## config.mk

```make
export PLATFORM = sky130hd
export DESIGN_NAME = serial_regbank
export DESIGN_NICKNAME = d
export VERILOG_FILES = /design/src/rtl/serial_regbank.sv
export SDC_FILE = /design/constraint.sdc
export NUM_CORES = 1
export LEC_CHECK = 0
export ABC_CLOCK_PERIOD_IN_PS = 16300
export BUFFER_PORTS_ARGS = -buffer_cell sky130_fd_sc_hd__buf_2
export CAP_MARGIN = 15
export CORE_AREA = 2 2 305 307
export DETAILED_ROUTE_END_ITERATION = 16
export DIE_AREA = 0 0 307 309
export GPL_ROUTABILITY_DRIVEN = 0
export GPL_TIMING_DRIVEN = 0
export PLACE_DENSITY = 0.5
export SKIP_CTS_REPAIR_TIMING = 1
export SLEW_MARGIN = 40
export SYNTH_ARGS = -nofsm -noshare
export SYNTH_HDL_FRONTEND = slang
export SYNTH_SLANG_ARGS = --single-unit
```

## constraint.sdc

```tcl
create_clock -name clock -period 16.3 [get_ports clock]
set_clock_uncertainty 0.05 [all_clocks]
set_input_delay 0 -clock clock [delete_from_list [all_inputs] [get_ports clock]]
set_output_delay 0 -clock clock [all_outputs]
set_load 0.01 [all_outputs]
```

## src/rtl/serial_regbank.sv

```systemverilog
// Byte-serial command front end to a bank of WIDTH-bit output ports and input ports.
// Optional macro SERREG_ECHO_EN: transmit an acknowledge byte after every write.
module serial_regbank #(
  parameter int WIDTH   = 32,
  parameter int NOUT    = 16,
  parameter int NIN     = 8,
  parameter int TIMEOUT = 2000
) (
  input  logic                    clock,
  input  logic                    reset,
  input  logic                    load,
  input  logic [7:0]              datain,
  input  logic                    ready,
  output logic                    enout,
  output logic [7:0]              dataout,
  input  logic [NIN*WIDTH-1:0]    in_flat,
  output logic [NOUT*WIDTH-1:0]   out_flat
);

  localparam int NB = WIDTH / 8;
  localparam int TW = $clog2(TIMEOUT + 1);

`ifdef SERREG_ECHO_EN
  typedef enum logic [1:0] {IDLE, WDATA, RSEND, ACK} state_t;
`else
  typedef enum logic [1:0] {IDLE, WDATA, RSEND} state_t;
`endif

  state_t           state_reg;
  logic [3:0]       idx_reg;
  logic [2:0]       cnt_reg;
  logic [WIDTH-1:0] shift_reg;
  logic [TW-1:0]    timer_reg;
  logic [1:0]       holdoff_reg;
  logic             snap_reg;
  logic [7:0]       dataout_reg;

  logic [WIDTH-1:0] wr_word;
  logic [WIDTH-1:0] shift_up;
  logic [WIDTH-1:0] in_sel;
  logic             wr_commit;
  logic             tx_ok;

  assign wr_word   = WIDTH'({shift_reg, datain});
  assign shift_up  = shift_reg << 8;
  assign wr_commit = (state_reg == WDATA) && load && (cnt_reg == 3'(NB - 1));

  always_comb begin
    in_sel = '0;
    for (int k = 0; k < NIN; k++)
      if (idx_reg == 4'(k)) in_sel = in_flat[k*WIDTH +: WIDTH];
  end

  // The handshake is qualified by the live ready so a pulse never lands in a ready=0 cycle.
  always_comb begin
    tx_ok = (state_reg == RSEND) && !snap_reg && (holdoff_reg == 2'd0);
`ifdef SERREG_ECHO_EN
    if ((state_reg == ACK) && (holdoff_reg == 2'd0)) tx_ok = 1'b1;
`endif
  end

  assign enout   = tx_ok && ready;
  assign dataout = dataout_reg;

  always_ff @(posedge clock or posedge reset) begin
    if (reset) begin
      state_reg   <= IDLE;
      idx_reg     <= '0;
      cnt_reg     <= '0;
      shift_reg   <= '0;
      timer_reg   <= '0;
      holdoff_reg <= '0;
      snap_reg    <= 1'b0;
      dataout_reg <= '0;
    end else begin
      if (holdoff_reg != 2'd0) holdoff_reg <= holdoff_reg - 2'd1;
      case (state_reg)
        IDLE: begin
          if (load && (datain[6:4] == 3'b000)) begin
            idx_reg   <= datain[3:0];
            cnt_reg   <= '0;
            timer_reg <= '0;
            if (datain[7]) begin
              state_reg <= WDATA;
            end else begin
              state_reg <= RSEND;
              snap_reg  <= 1'b1;
            end
          end
        end
        WDATA: begin
          if (load) begin
            shift_reg <= wr_word;
            timer_reg <= '0;
            cnt_reg   <= cnt_reg + 3'd1;
            if (wr_commit) begin
`ifdef SERREG_ECHO_EN
              state_reg   <= ACK;
              dataout_reg <= {1'b1, 3'b000, idx_reg};
`else
              state_reg   <= IDLE;
`endif
            end
          end else if (timer_reg == TW'(TIMEOUT - 1)) begin
            state_reg <= IDLE;
          end else begin
            timer_reg <= timer_reg + 1'b1;
          end
        end
        RSEND: begin
          if (snap_reg) begin
            snap_reg    <= 1'b0;
            shift_reg   <= in_sel;
            dataout_reg <= in_sel[WIDTH-1 -: 8];
          end else if (enout) begin
            shift_reg   <= shift_up;
            dataout_reg <= shift_up[WIDTH-1 -: 8];
            holdoff_reg <= 2'd2;
            cnt_reg     <= cnt_reg + 3'd1;
            if (cnt_reg == 3'(NB - 1)) state_reg <= IDLE;
          end
        end
`ifdef SERREG_ECHO_EN
        ACK: begin
          if (enout) begin
            holdoff_reg <= 2'd2;
            state_reg   <= IDLE;
          end
        end
`endif
        default: state_reg <= IDLE;
      endcase
    end
  end

  // One register per output port; the last port drops back to zero after one clock.
  genvar gi;
  generate
    for (gi = 0; gi < NOUT; gi++) begin : g_port
      logic [WIDTH-1:0] port_reg;
      always_ff @(posedge clock or posedge reset) begin
        if (reset)
          port_reg <= '0;
        else if (wr_commit && (idx_reg == 4'(gi)))
          port_reg <= wr_word;
        else if (gi == NOUT - 1)
          port_reg <= '0;
      end
      assign out_flat[gi*WIDTH +: WIDTH] = port_reg;
    end
  endgenerate

endmodule

```

==> results.cfg <==
[outcome]
status = completed

[setup_path]
startpoint = idx_reg[1]$_DFFE_PP0P_
end_kind = flip-flop
reg2reg_from = idx_reg[1]$_DFFE_PP0P_
cp.arrival_ns = 4.74
startpoint_type = flip-flop
ff2ff_setup_slack_ns = 12.07
cp.required_ns = 16.81
cp_max_fo = 10
criticalPathCategory = reg2reg

[clock_tree]
cts_num_sinks = 567
cts_tree = built
cts_made_buffers = 70
clk_path_buf_depth = 3
htree_levels = 3
clockRootBuffer = clkbuf_16
path_clk_slew_ns = 0.06
clk_latency_ns = 0.63

[synth]
synth-async-reset-ratio = 1.00
avgSynthCellArea_sq_um = 13.3
synth-seq-area-share = 0.578
ys_ff_latch = 567
synthesis.area_sq_um = 24500
synth-edff-count = 0
synth_warnings = 0
ys.flop_type = dfrtp_1
yosysUniqueCellTypes = 56
syn-num-nets = 2124
synthCells = 1849

[grt]
antenna_found_initial = 32
grt_max_degree = 82
grtUsageTotal = 0.239
grt_pass1_vias = 20400
grt_pass1_wl_mm = 159
grt_remaining_overflow = 0

[cells_and_area]
design_area_sq_um = 33700
regArea_sq_um = 14200
layout_common_cells = 851 x buf_2, 567 x dfrtp_1, 470 x mux2_2, 100 x dlygate4sd3_1
nFillCells = 9104
final_common_cell = buf_2
largest_reg_flops = 512
final_nets = 3090
layout-drive-gt1-share = 0.525
area_delta_synth_final_pct = 37.2
multi_input_area_sq_um = 9580
final_cells = 4065

[power_and_ir_drop]
leakagePower_nw = 18.4
vdd_drop_max_mv = 0.0723
power.density_nw_per_um2 = 138
finalPower_mw = 4.65

[drt]
drc = 0
vias_per_cell = 4.95
dr.pass1.iters = 7
totalWireLength_mm = 118
postRouteAntennaNets = 0
dr_total_vias = 20100
drtIter0Drc = 1374
wl_per_cell_um = 29.0

[sta]
period_needed_ns = 4.23
fin_crit_sh = 0.260
hold_violations = 0
rsz0062_at_grt = false
max_freq_mhz = 236
worst_pin_slew_ns = 0.961
slew_violations = 0
setup_violations = 0
relSlewSlack = 0.359

[worst_hold_path]
hold_path.class = in2reg
min-delay-start = in_flat[199]

[floorplan]
coreArea_sq_um = 91400
die_x_um = 307
boundaryPins = 789
start_util = 0.269
dieArea_sq_um = 94900
die_h_um = 309
rows = 111

[placed_design]
placed_cells = 3829
io_buffers = 785
dp_hpwl_mm = 88.8
placed_cell_area_sq_um = 30300

[flow_run]
cap_viol_max_count = 0
==> cells by family (layout without fill, tap and decap cells) <==
logic type / Yosys count / count (layout) / synth area share
compound gates: 246 / 246 / 0.0678
fa+ha+maj: 7 / 7 / 0.00357
buf+inv: 184 / 1207 / 0.0332
flops: 567 / 567 / 0.578
mux: 545 / 545 / 0.247
other cells: 0 / 7 / 0
simple gates: 300 / 300 / 0.0701
==> worst paths after layout <==
check | end | cells after the start
setup / recovery | shift_reg[9]$_DFFE_PP0P_ | 11
setup reg to reg | shift_reg[9]$_DFFE_PP0P_ | 11
hold reg to reg | g_port[6].port_reg[25]$_DFFE_PP0P_ | 1
min in group asynchronous | g_port[1].port_reg[29]$_DFFE_PP0P_ | 4
max in group asynchronous | g_port[12].port_reg[20]$_DFFE_PP0P_ | 7
hold / removal | shift_reg[7]$_DFFE_PP0P_ | 4
==> worst max-delay path, stage by stage (launching register included) <==
cell and delay [ns]:
dfrtp_1 0.35, buf_2 0.30, buf_2 0.46, buf_2 0.35, buf_2 0.42, o21ai_0 0.18
nand2_1 0.11, dlygate4sd3_1 0.58, nand3_1 0.08, dlygate4sd3_1 0.59, o211ai_1 0.09, dlygate4sd3_1 0.57
==> where the power goes <==
part | internal [mW] | total (mW) | switching [mW]
sequential | 1.46 | 1.60 | 0.141
clock | 0.946 | 1.59 | 0.647
combinational | 0.499 | 1.45 | 0.956
==> routing by layer <==
layer,part of all wire,global-route usage,vias up
li1,-,-,8596
met1,0.42,0.306,10400
met2,0.48,0.404,943
met3,0.069,0.0540,200
met4,0.026,0.0692,22
met5,0.0011,0,-
==> synth_stat cells (20+ instances only) <==
library cell	count	area [sq um]
nor2_1	23	86.3
a21oi_1	48	240
nand2_1	56	210
nor2b_1	38	238
mux2i_1	59	591
nand2b_1	26	163
nand3_1	35	175
clkbuf_1	81	304
inv_1	24	90.1
and3_1	36	225
mux2_2	470	5290
dfrtp_1	567	14200
or3_1	20	125
buf_2	64	320
o21ai_0	61	305
o211ai_1	25	188
==> stage by stage <==
stage | hold WS, ns | utilization | worst slack (ns) | setup TNS, ns
detailed placement | -0.00270 | 0.331 | 12.96 | 0
floorplan | 0.0847 | - | 0.391 | 0
global route | 0.00317 | 0.368 | 11.86 | 0
finish | 0.0137 | 0.368 | 12.07 | 0
CTS | -0.699 | 0.357 | 12.95 | 0
global placement | 0.340 | 0.328 | -5.79 | -3241.86
==> area by class of cell <==
type                    instances  share of cell area
clock buffers                  98              0.0605
flip-flops and latches        567               0.421
plain buffers                 160              0.0224
well taps                    1186              0.0441
clock inverters                31              0.0103
inverters                      24             0.00290
diodes                          7            0.000520
multi-input cells            1098               0.285
repair buffers                894               0.153
Power figures use the tool's default switching activity.
